$ cat src/rtl/pool_engine_pkg.sv
// Shared definitions for the pooling engine: FSM states, width helpers and per-unit settings.
// Average pooling is compiled in only when POOL_AVG_EN is defined.
package pkg_pooling;

  typedef enum logic [1:0] {
    ST_IDLE  = 2'd0,
    ST_RUN   = 2'd1,
    ST_DRAIN = 2'd2
  } pool_state_e;

  // Window sums of KER_SIZE^2 activations need 2*log2(KER_SIZE) extra bits.
  function automatic int unsigned acc_bits(input int unsigned act_bits, input int unsigned ker_size);
    return act_bits + 2 * $clog2(ker_size);
  endfunction

  function automatic int unsigned out_size(input int unsigned pool_size, input int unsigned ker_size);
    return pool_size / ker_size;
  endfunction

  localparam int unsigned N_UNITS = 2;
  localparam int unsigned UNIT_POOL_SIZE [N_UNITS] = '{14, 4};
  localparam int unsigned UNIT_KER_SIZE  [N_UNITS] = '{2, 2};
  localparam bit          UNIT_MAX_N_AVG [N_UNITS] = '{1'b1, 1'b0};
  localparam int unsigned UNIT_LANES     [N_UNITS] = '{2, 1};

endpackage

$ cat src/rtl/pool_engine_lane.sv
// One lane of the pooling engine: line-buffer slice plus the max/add combine step.
// The adder path exists only when POOL_AVG_EN is defined.
module pool_lane
  import pkg_pooling::*;
#(
  parameter int unsigned ACT_BITS = 3,
  parameter int unsigned LB_BITS  = 3,
  parameter int unsigned SHIFT    = 0,
  parameter int unsigned OUT_SIZE = 7,
  parameter int unsigned IDX_W    = 3
) (
  input  logic                clk,
  input  logic                rst_n,
  input  logic                en,
  input  logic                first,
  input  logic                mode_max,
  input  logic [IDX_W-1:0]    idx,
  input  logic [ACT_BITS-1:0] act,
  output logic [ACT_BITS-1:0] result
);

  logic [LB_BITS-1:0] line_q [OUT_SIZE];
  logic [LB_BITS-1:0] prev;
  logic [LB_BITS-1:0] act_w;
  logic [LB_BITS-1:0] comb;
  logic [LB_BITS-1:0] shifted;

  // A zero base makes the first input of a window an overwrite for both max and add.
  assign prev  = first ? '0 : line_q[idx];
  assign act_w = LB_BITS'(act);

`ifdef POOL_AVG_EN
  always_comb begin
    comb = '0;
    if (mode_max) comb = (act_w > prev) ? act_w : prev;
    else          comb = prev + act_w;
  end
`else
  always_comb begin
    comb = '0;
    comb = (act_w > prev) ? act_w : prev;
  end
`endif

  assign shifted = comb >> SHIFT;
  assign result  = mode_max ? comb[ACT_BITS-1:0] : shifted[ACT_BITS-1:0];

  always_ff @(posedge clk or negedge rst_n) begin
    if (!rst_n) begin
      for (int unsigned i = 0; i < OUT_SIZE; i++) line_q[i] <= '0;
    end else if (en) begin
      line_q[idx] <= comb;
    end
  end

endmodule

$ cat src/rtl/pool_engine.sv
// Streaming KxK/stride-K pooling over a POOL_SIZE^2 raster, LANES channels in parallel.
// Define POOL_AVG_EN to enable average pooling selected by mode_max; otherwise max only.
module pool_engine
  import pkg_pooling::*;
#(
  parameter int unsigned ACT_BITS  = 3,
  parameter int unsigned KER_SIZE  = 2,
  parameter int unsigned POOL_SIZE = 14,
  parameter int unsigned LANES     = 2
) (
  input  logic                      clk,
  input  logic                      rst_n,
  input  logic                      start,
  input  logic                      mode_max,
  output logic                      busy,
  output logic                      done,
  input  logic                      in_valid,
  output logic                      in_ready,
  input  logic [LANES*ACT_BITS-1:0] in_act,
  output logic                      out_valid,
  input  logic                      out_ready,
  output logic [LANES*ACT_BITS-1:0] out_act
);

  localparam int unsigned OUT_SIZE = out_size(POOL_SIZE, KER_SIZE);
  localparam int unsigned CW       = $clog2(POOL_SIZE);
  localparam int unsigned LOG2K    = $clog2(KER_SIZE);
  localparam int unsigned IDX_W    = (OUT_SIZE > 1) ? $clog2(OUT_SIZE) : 1;
`ifdef POOL_AVG_EN
  localparam int unsigned LB_BITS  = acc_bits(ACT_BITS, KER_SIZE);
  localparam int unsigned SHIFT    = 2 * LOG2K;
`else
  localparam int unsigned LB_BITS  = ACT_BITS;
  localparam int unsigned SHIFT    = 0;
`endif
  localparam logic [CW-1:0] LAST  = CW'(POOL_SIZE - 1);
  localparam logic [CW-1:0] KMASK = CW'(KER_SIZE - 1);
  localparam logic [CW:0]   LIMIT = (CW+1)'(OUT_SIZE * KER_SIZE);

  pool_state_e             state_q;
  logic [CW-1:0]           col_q, row_q;
  logic                    mode_q, mode_eff;
  logic                    xfer, in_win, win_first, win_last;
  logic [IDX_W-1:0]        entry;
  logic [LANES*ACT_BITS-1:0] lane_res;

`ifdef POOL_AVG_EN
  assign mode_eff = mode_q;
`else
  logic unused_mode;
  assign unused_mode = mode_q;
  assign mode_eff    = 1'b1;
`endif

  assign busy      = (state_q != ST_IDLE);
  assign done      = (state_q == ST_DRAIN) && !out_valid;
  assign in_ready  = (state_q == ST_RUN) && !(out_valid && !out_ready);
  assign xfer      = in_valid && in_ready;
  // Trailing rows/columns beyond OUT_SIZE*KER_SIZE are consumed but never pooled.
  assign in_win    = ({1'b0, col_q} < LIMIT) && ({1'b0, row_q} < LIMIT);
  assign win_first = ((col_q & KMASK) == '0)    && ((row_q & KMASK) == '0);
  assign win_last  = ((col_q & KMASK) == KMASK) && ((row_q & KMASK) == KMASK);
  assign entry     = IDX_W'(col_q >> LOG2K);

  for (genvar g = 0; g < LANES; g++) begin : g_lane
    pool_lane #(
      .ACT_BITS (ACT_BITS),
      .LB_BITS  (LB_BITS),
      .SHIFT    (SHIFT),
      .OUT_SIZE (OUT_SIZE),
      .IDX_W    (IDX_W)
    ) u_lane (
      .clk      (clk),
      .rst_n    (rst_n),
      .en       (xfer && in_win),
      .first    (win_first),
      .mode_max (mode_eff),
      .idx      (entry),
      .act      (in_act[g*ACT_BITS +: ACT_BITS]),
      .result   (lane_res[g*ACT_BITS +: ACT_BITS])
    );
  end

  always_ff @(posedge clk or negedge rst_n) begin
    if (!rst_n) begin
      state_q   <= ST_IDLE;
      col_q     <= '0;
      row_q     <= '0;
      mode_q    <= 1'b0;
      out_valid <= 1'b0;
      out_act   <= '0;
    end else begin
      case (state_q)
        ST_IDLE: if (start) begin
          state_q <= ST_RUN;
          col_q   <= '0;
          row_q   <= '0;
          mode_q  <= mode_max;
        end
        ST_RUN:   if (xfer && col_q == LAST && row_q == LAST) state_q <= ST_DRAIN;
        ST_DRAIN: if (!out_valid) state_q <= ST_IDLE;
        default:  state_q <= ST_IDLE;
      endcase

      if (xfer) begin
        if (col_q == LAST) begin
          col_q <= '0;
          row_q <= (row_q == LAST) ? '0 : row_q + 1'b1;
        end else begin
          col_q <= col_q + 1'b1;
        end
      end

      // A load wins over the drain; in_ready guarantees the register is free or leaving.
      if (xfer && in_win && win_last) begin
        out_act   <= lane_res;
        out_valid <= 1'b1;
      end else if (out_ready) begin
        out_valid <= 1'b0;
      end
    end
  end

endmodule

$ cat config.mk
export PLATFORM = sky130hd
export DESIGN_NAME = pool_engine
export DESIGN_NICKNAME = d
export VERILOG_FILES = /design/src/rtl/pool_engine_pkg.sv /design/src/rtl/pool_engine_lane.sv /design/src/rtl/pool_engine.sv
export SDC_FILE = /design/constraint.sdc
export NUM_CORES = 1
export LEC_CHECK = 0
export CORE_MARGIN = 3
export CORE_UTILIZATION = 50
export DETAILED_ROUTE_END_ITERATION = 12
export GPL_TIMING_DRIVEN = 0
export HOLD_SLACK_MARGIN = 0.02
export PLACE_DENSITY = 0.77
export SLEW_MARGIN = 20
export SYNTH_ARGS = -nofsm -noshare
export SYNTH_HDL_FRONTEND = slang
export SYNTH_SLANG_ARGS = --single-unit
$ cat constraint.sdc
create_clock -name clk -period 3.4 [get_ports clk]
set_input_delay 0.68 -clock clk [delete_from_list [all_inputs] [get_ports clk]]
set_output_delay 0.68 -clock clk [all_outputs]
set_load 0.005 [all_outputs]
==> metrics.log, run 1 <==
INFO  metric filler_cell_count = 483
INFO  metric asyncSetResetFlopFracSynth = 100.0%
INFO  metric initialDrtViolationCount = 101
INFO  metric postCtsSetupBuffers = 0
INFO  metric r2r_cells = 12
INFO  metric multi_input_area = 0.001588 mm2
INFO  metric floorplan.initialDensity = 52.53%
INFO  metric max_stage_delay = 0.52 ns
INFO  metric period_share = 96.37%
INFO  metric grt_antenna_before_repair = 0
INFO  metric design.die.area = 0.007281 mm2
INFO  metric ff2ff_setup_slack = 0.12 ns
INFO  metric critical_path.max_fanout = 10
INFO  metric clock-sinks = 59
INFO  metric grt_setup_unrepaired = yes
INFO  metric grtUsageMet1 = 25.36%
INFO  metric layout.cells.most_common_list = sky130_fd_sc_hd__dfrtp_1, sky130_fd_sc_hd__mux2_2, sky130_fd_sc_hd__clkdlybuf4s50_1
INFO  metric worst_path_max_delay_cell = sky130_fd_sc_hd__o31ai_2
INFO  metric area_delta_synth_final = 16.62%
INFO  metric relSlewSlack = 50.47%
INFO  metric syn-cell-area = 0.003147 mm2
INFO  metric grt_pass1_vias = 2,182
INFO  metric power.ir.vdd_worst = 413.5 uV
INFO  metric startpoint_type = flip-flop
INFO  metric path_cells = buf_4 > buf_6 > mux2i_1 > o22ai_1 > a31oi_1 > or2_2 > ha_1 > nor2b_1 > o21a_1 > o21a_1 > o31ai_2 > mux2_2
INFO  metric num-nets-final = 311
INFO  metric power.share.switching = 36.53%
INFO  metric grt_first_pass_wirelength = 10.83 mm
INFO  metric cts-buffers-inserted = 9
INFO  metric path_clk_slew = 0.07 ns
INFO  metric critical_path_required = 3.67 ns
INFO  metric clkPwrFrac = 21.4%
INFO  metric fp.dieH = 85.33 um
INFO  metric dpl.cell_count = 357
INFO  metric power_per_unit_of_standard_cell_area = 906.2 mW/mm2
INFO  metric worst-endpoint-arrival = 3.55 ns
INFO  metric total_of_flip_flops_plus_latches_after_synthesis = 59
INFO  metric dp_hpwl = 4.541 mm
INFO  metric worst_clock_skew = 0.01243 ns
INFO  metric final_layout_size_suffix_gt1_share = 30.87%
INFO  metric critPathMostFrequentCell = sky130_fd_sc_hd__o21a_1
INFO  metric die_wd = 85.33 um
INFO  metric finalCriticalPeriod = 3.276 ns
INFO  metric yosys.cell_types.count = 46
INFO  metric slew_violations = 0
INFO  metric synth.yosys.seq_area_share = 46.92%
INFO  metric mostFrequentLayoutCell = sky130_fd_sc_hd__dfrtp_1
INFO  metric post-route-drc-count = 0
INFO  metric layout.core_utilization = 61.26%
INFO  metric grt_use_met3 = 3.981%
INFO  metric placement.io_buffers = 20
INFO  metric worstSetupPathType = flip-flop to flip-flop
INFO  metric cts_tree = yes
INFO  metric cts.path.max_buffers = 2
INFO  metric power.total = 3326 uW
INFO  metric num_vias = 2,154
INFO  metric hold_ws = 0.4044 ns
INFO  metric finalHoldViolCount = 0
INFO  metric synth_enable_flop_cells = 0
INFO  metric placement_rows = 28
INFO  metric layout.cells.non_filler = 373
INFO  metric firstDrtPassIters = 4
INFO  metric syn-num-nets = 280
INFO  metric timing.final.setup_violations = 0
INFO  metric largest_net_degree_at_the_start_of_global_routing = 60
INFO  metric htreeDepth = 3
INFO  metric internal_power = 2111 uW
INFO  metric detailedPlace.worstSlack = 0.1169 ns
INFO  metric type_of_the_worst_min_delay_path = input port to asynchronous set/reset pin
INFO  metric max_cap_viol_count = 0
INFO  metric routabilityCongestion = 0.8357
INFO  metric grt.total_usage = 19.33%
INFO  metric avgViaCountPerCell = 5.775
INFO  metric ant_nets = 0
INFO  metric synthesis.instances = 262
INFO  metric coreArea = 0.005991 mm2
INFO  metric avgRoutedWirePerCell = 17.53 um
INFO  metric clock_insertion_delay_worst_skew = 0.34 ns
INFO  metric critical_path.endpoint_type = flip-flop
INFO  metric rr_endpoint = g_lane[0].u_lane.line_q[10]
INFO  metric worst-slew-pin-transition = 0.7430 ns
INFO  metric final-seq-area = 0.001476 mm2
INFO  metric leakage = 0.001612 uW
INFO  metric ioPinCount = 22
INFO  metric combinationalPowerShare = 45.8%
INFO  metric grt_met2_usage = 31.29%
INFO  metric grt-busiest-layer = met2
INFO  metric layout_setup_ws = 0.1235 ns
INFO  metric grt_remaining_overflow = 0
INFO  metric sequentialPowerShare = 32.8%
INFO  metric synth_warnings = 0
INFO  metric worst_r2r_startpoint = col_q[3]
INFO  metric status = finished clean
INFO  metric antennaDiodeCount = 0
INFO  metric fmax = 0.3052 GHz
INFO  metric root_buffer = sky130_fd_sc_hd__clkbuf_8
INFO  metric total_switching_power = 1215 uW
INFO  metric drt_total_wl = 6.540 mm
INFO  metric syn-mean-instance-area = 12.01 um2
INFO  metric synth_top_flop_cell = sky130_fd_sc_hd__dfrtp_1
flip-flops by register name, indices dropped and copies added (netlist names):
register	count
col_q	4
out_act	6
state_q	2
row_q	4
out_valid	1
g_lane.u_lane.line_q	42
cell type report:
cell class,count,area share [%]
multi-input combinational,183,43.27
sequential,59,40.23
timing repair buffer,20,5.387
clock buffer,12,3.955
tap,75,2.557
clock inverter,4,2.012
buffer,9,1.466
inverter,11,1.125
Yosys cell counts, types with 2 or more instances:
library cell | count | area, um2
sky130_fd_sc_hd__a21o_1 | 6 | 45.04
sky130_fd_sc_hd__a21oi_1 | 4 | 20.02
sky130_fd_sc_hd__a31oi_1 | 4 | 25.02
sky130_fd_sc_hd__and3_1 | 2 | 12.51
sky130_fd_sc_hd__and3b_1 | 4 | 35.03
sky130_fd_sc_hd__buf_2 | 3 | 15.01
sky130_fd_sc_hd__buf_4 | 2 | 15.01
sky130_fd_sc_hd__clkbuf_1 | 2 | 7.510
sky130_fd_sc_hd__dfrtp_1 | 59 | 1476
sky130_fd_sc_hd__ha_1 | 6 | 75.07
sky130_fd_sc_hd__inv_1 | 10 | 37.54
sky130_fd_sc_hd__mux2_2 | 50 | 563.0
sky130_fd_sc_hd__mux2i_1 | 14 | 140.1
sky130_fd_sc_hd__mux4_2 | 2 | 45.04
sky130_fd_sc_hd__nand2_1 | 13 | 48.80
sky130_fd_sc_hd__nand2b_1 | 6 | 37.54
sky130_fd_sc_hd__nand3_1 | 6 | 30.03
sky130_fd_sc_hd__nand3b_1 | 2 | 15.01
sky130_fd_sc_hd__nand4_1 | 2 | 12.51
sky130_fd_sc_hd__nor2_1 | 10 | 37.54
sky130_fd_sc_hd__nor2_4 | 4 | 45.04
sky130_fd_sc_hd__nor2b_1 | 2 | 12.51
sky130_fd_sc_hd__nor3_4 | 3 | 48.80
sky130_fd_sc_hd__o211ai_1 | 4 | 30.03
sky130_fd_sc_hd__o21a_1 | 2 | 15.01
sky130_fd_sc_hd__o21ai_0 | 9 | 45.04
sky130_fd_sc_hd__o22ai_1 | 7 | 43.79
sky130_fd_sc_hd__o31ai_1 | 2 | 15.01
sky130_fd_sc_hd__or2_2 | 4 | 25.02
sky130_fd_sc_hd__or3_4 | 2 | 22.52
worst max-delay path, delay by kind of cell (launching register included):
| family | cells | cell delay, ns |
|---|---|---|
| AOI/OAI and AO/OA | 5 | 1.31 |
| adders and majority gates | 1 | 0.23 |
| buffers and inverters | 2 | 0.41 |
| muxes | 2 | 0.53 |
| and+or+nand+nor | 2 | 0.30 |
| DFF | 1 | 0.43 |
repair_timing:
action,CTS,global route
setup endpoints to repair,0,22
endpoints found under the hold margin,0,0
hold buffers,0,0
resized for setup,0,2
power by group through the flow:
stage          Clock (uW)  Sequential (uW)  Combinational (uW)
2_1_floorplan           0             1070                1140
3_3_place_gp            0             1090                1450
3_5_place_dp            0             1110                1500
4_1_cts               721             1090                1500
5_1_grt               747             1120                1680
6_report              710             1090                1520
metrics by stage:
stage / setup TNS (ns) / instance area, um2
floorplan: 0 / 3147
global placement: -9.522 / 3441
detailed placement: 0 / 3438
CTS: 0 / 3657
global route: -0.2895 / 3670
finish: 0 / 3670
per-layer routing:
metal,vias up,wire length [um]
li1,1030,-
met1,1082,2994
met2,34,3263
met3,8,206
met4,0,76
met5,-,0
worst max path at each step:
stage,slack [ns],end,depth (start not counted),from
global placement,-0.17,out_act[4],1,rst_n
finish,0.12,g_lane[0].u_lane.line_q[10],12,col_q[3]
detailed placement,0.12,g_lane[1].u_lane.line_q[13],12,col_q[1]
floorplan,0.57,g_lane[0].u_lane.line_q[18],12,col_q[3]
global route,-0.04,g_lane[1].u_lane.line_q[7],12,col_q[1]
CTS,0.08,g_lane[1].u_lane.line_q[13],12,col_q[1]
cell families (layout without fill, tap and decap cells):
kind of cell | count (synthesis) | after routing | share of synthesized area (%)
compound gates | 45 | 45 | 9.900
fa+ha+maj | 6 | 6 | 2.386
buf+inv | 20 | 56 | 3.022
flops | 59 | 59 | 46.92
mux | 67 | 67 | 24.49
simple gates | 65 | 65 | 13.28
No activity file was read; power rests on OpenSTA's default activity.
==> run 2, diff against run 1 <==
--- a/config.mk
+++ b/config.mk
@@ -5,7 +5,6 @@
 export SDC_FILE = /design/constraint.sdc
 export NUM_CORES = 1
 export LEC_CHECK = 0
-export CORE_MARGIN = 3
 export CORE_UTILIZATION = 50
 export DETAILED_ROUTE_END_ITERATION = 12
 export GPL_TIMING_DRIVEN = 0
==> run 2 against run 1 <==
  * Combinational power hardly changed
  * Maximum frequency is 1.5% higher
  * Non-clock buffer count stayed put
  * Sequential cell count stayed put
  * Sequential power hardly changed
  * Sequential share of layout area hardly changed
  * Clock skew is 0.0040 ns lower
  * Critical path depth stayed put
==> metrics.log, run 2 (synthesis results as in run 1) <==
INFO  metric max_cap_viol_count = 0 (unchanged)
INFO  metric grt_antenna_before_repair = 0 (unchanged)
INFO  metric timing.final.setup_violations = 0 (unchanged)
INFO  metric status = finished clean (unchanged)
INFO  metric startpoint_type = flip-flop (unchanged)
INFO  metric period_share = 94.91% (was 96.37%)
INFO  metric critical_path.max_fanout = 10 (unchanged)
INFO  metric largest_net_degree_at_the_start_of_global_routing = 60 (unchanged)
INFO  metric clock_insertion_delay_worst_skew = 0.34 ns (about the same)
INFO  metric power_per_unit_of_standard_cell_area = 902.3 mW/mm2 (was 906.2 mW/mm2)
INFO  metric critical_path_required = 3.62 ns (was 3.67 ns)
INFO  metric detailedPlace.worstSlack = 0.1369 ns (was 0.1169 ns)
INFO  metric layout_setup_ws = 0.1730 ns (was 0.1235 ns)
INFO  metric placement.io_buffers = 20 (unchanged)
INFO  metric ant_nets = 0 (unchanged)
INFO  metric grt_remaining_overflow = 0 (unchanged)
INFO  metric drt_total_wl = 6.518 mm (was 6.540 mm)
INFO  metric grt.total_usage = 22.40% (was 19.33%)
INFO  metric critical_path.endpoint_type = flip-flop (unchanged)
INFO  metric max_ffs_per_register = 42 (unchanged)
INFO  metric leakage = 0.001612 uW (about the same)
INFO  metric worst-endpoint-arrival = 3.45 ns (was 3.55 ns)
INFO  metric coreArea = 0.005991 mm2 (unchanged)
INFO  metric final_layout_size_suffix_gt1_share = 31.31% (was 30.87%)
INFO  metric ff2ff_setup_slack = 0.17 ns (was 0.12 ns)
INFO  metric finalHoldViolCount = 0 (unchanged)
INFO  metric avgRoutedWirePerCell = 17.52 um (was 17.53 um)
INFO  metric slew_violations = 0 (unchanged)
INFO  metric cts_tree = yes (unchanged)
INFO  metric routabilityCongestion = 0.7701 (was 0.8357)
INFO  metric firstDrtPassIters = 4 (unchanged)
INFO  metric antennaDiodeCount = 0 (unchanged)
INFO  metric layout.cells.most_common_list = sky130_fd_sc_hd__dfrtp_1, sky130_fd_sc_hd__mux2_2, sky130_fd_sc_hd__clkdlybuf4s50_1 (unchanged)
INFO  metric worst_clock_skew = 0.008431 ns (was 0.01243 ns)
INFO  metric worst_r2r_startpoint = col_q[3] (unchanged)
INFO  metric filler_cell_count = 493 (was 483)
INFO  metric die_wd = 81.33 um (was 85.33 um)
INFO  metric relSlewSlack = 50.99% (was 50.47%)
INFO  metric fp.dieH = 81.33 um (was 85.33 um)
INFO  metric fmax = 0.3099 GHz (was 0.3052 GHz)
INFO  metric mostFrequentLayoutCell = sky130_fd_sc_hd__dfrtp_1 (unchanged)
INFO  metric floorplan.initialDensity = 52.53% (unchanged)
INFO  metric final-seq-area = 0.001476 mm2 (unchanged)
INFO  metric largest_reg_by_ff_count = g_lane.u_lane.line_q (unchanged)
INFO  metric htreeDepth = 3 (unchanged)
INFO  metric clock-sinks = 59 (unchanged)
INFO  metric cts-buffers-inserted = 9 (unchanged)
INFO  metric root_buffer = sky130_fd_sc_hd__clkbuf_8 (unchanged)
INFO  metric finalCriticalPeriod = 3.227 ns (was 3.276 ns)
INFO  metric placed_cell_area = 0.003438 mm2 (unchanged)
INFO  metric stdcell_area = 0.003674 mm2 (was 0.003670 mm2)
INFO  metric grt_pass1_vias = 2,155 (was 2,182)
INFO  metric layout_top_registers = g_lane.u_lane.line_q: 42 flops, out_act: 6 flops (unchanged)
INFO  metric grt_setup_unrepaired = no (was yes)
INFO  metric placement_rows = 28 (unchanged)
INFO  metric path_clk_slew = 0.06 ns (was 0.07 ns)
INFO  metric power.ir.vdd_worst = 419.9 uV (was 413.5 uV)
INFO  metric num-nets-final = 311 (unchanged)
INFO  metric layout.core_utilization = 61.32% (was 61.26%)
INFO  metric rr_endpoint = g_lane[0].u_lane.line_q[12] (was g_lane[0].u_lane.line_q[10])
INFO  metric power.total = 3315 uW (was 3326 uW)
INFO  metric post-route-drc-count = 0 (unchanged)
INFO  metric worst-slew-pin-transition = 0.7352 ns (was 0.7430 ns)
INFO  metric avgViaCountPerCell = 5.755 (was 5.775)
INFO  metric cts.hold.buffers_added = 0 (unchanged)
INFO  metric type_of_the_worst_min_delay_path = input port to asynchronous set/reset pin (unchanged)
INFO  metric hold_ws = 0.3987 ns (was 0.4044 ns)
INFO  metric multi_input_area = 0.001598 mm2 (was 0.001588 mm2)
INFO  metric cts.path.max_buffers = 2 (unchanged)
INFO  metric ioPinCount = 22 (unchanged)
INFO  metric num_vias = 2,141 (was 2,154)
INFO  metric worstSetupPathType = flip-flop to flip-flop (unchanged)
INFO  metric design.die.area = 0.006615 mm2 (was 0.007281 mm2)
INFO  metric grt_first_pass_wirelength = 10.43 mm (was 10.83 mm)
INFO  metric initialDrtViolationCount = 137 (was 101)
INFO  metric area_delta_synth_final = 16.74% (was 16.62%)
INFO  metric r2r_cells = 12 (unchanged)
INFO  metric dp_hpwl = 4.519 mm (was 4.541 mm)
## run 2: layout make-up
| class | count | area share [%] |
|---|---|---|
| Buffer | 9 | 1.465 |
| Clock buffer | 14 | 4.973 |
| Inverter | 11 | 1.124 |
| Multi-Input combinational cell | 183 | 43.49 |
| Timing Repair Buffer | 20 | 5.381 |
| Tap cell | 75 | 2.554 |
| Clock inverter | 1 | 0.8174 |
| Sequential cell | 59 | 40.19 |
## run 2: through the flow
stage / cells / setup TNS, ns
floorplan: 262 / 0
finish: 372 / 0
global placement: 357 / -9.199
detailed placement: 357 / 0
global route: 372 / 0
CTS: 372 / 0
## run 2: how the worst max path moves through the flow
stage | depth (start not counted) | to | from | slack [ns]
floorplan | 12 | g_lane[0].u_lane.line_q[18] | col_q[3] | 0.57
global placement | 1 | out_act[3] | rst_n | -0.16
detailed placement | 12 | g_lane[1].u_lane.line_q[7] | col_q[1] | 0.14
CTS | 12 | g_lane[1].u_lane.line_q[7] | col_q[1] | 0.13
global route | 12 | g_lane[0].u_lane.line_q[0] | col_q[3] | 0.04
finish | 12 | g_lane[0].u_lane.line_q[12] | col_q[3] | 0.17
## run 2: timing repair
item / CTS / global route
endpoints found under the setup margin: 0 / 24
resized for setup: 0 / 4
buffers inserted: 0 / 0
hold endpoints to repair: 0 / 0
## run 2: routing by layer
| metal | up-vias | global-route usage [%] | share of wire, % |
|---|---|---|---|
| met5 | - | 0 | 0 |
| met4 | 0 | 12.32 | 2.5 |
| met3 | 14 | 5.169 | 3.9 |
| met2 | 46 | 35.67 | 47 |
| met1 | 1062 | 27.99 | 46 |
| li1 | 1019 | - | - |
## run 2: power by group
part / leakage (uW) / switching, uW / total (uW) / internal, uW
Clock: 0.000109 / 260 / 675 / 415
Combinational: 0.000739 / 824 / 1550 / 725
Sequential: 0.000764 / 128 / 1090 / 963
## run 2: worst max-delay path, stage by stage, from the launching register on
cell,delay [ns]
sky130_fd_sc_hd__dfrtp_1,0.45
sky130_fd_sc_hd__buf_4,0.24
sky130_fd_sc_hd__buf_6,0.18
sky130_fd_sc_hd__mux2i_1,0.20
sky130_fd_sc_hd__o22ai_1,0.10
sky130_fd_sc_hd__a31oi_1,0.32
sky130_fd_sc_hd__or2_2,0.18
sky130_fd_sc_hd__ha_1,0.23
sky130_fd_sc_hd__nor2b_1,0.13
sky130_fd_sc_hd__o21a_1,0.19
sky130_fd_sc_hd__o21a_2,0.25
sky130_fd_sc_hd__mux2_2,0.35
sky130_fd_sc_hd__mux2_2,0.29
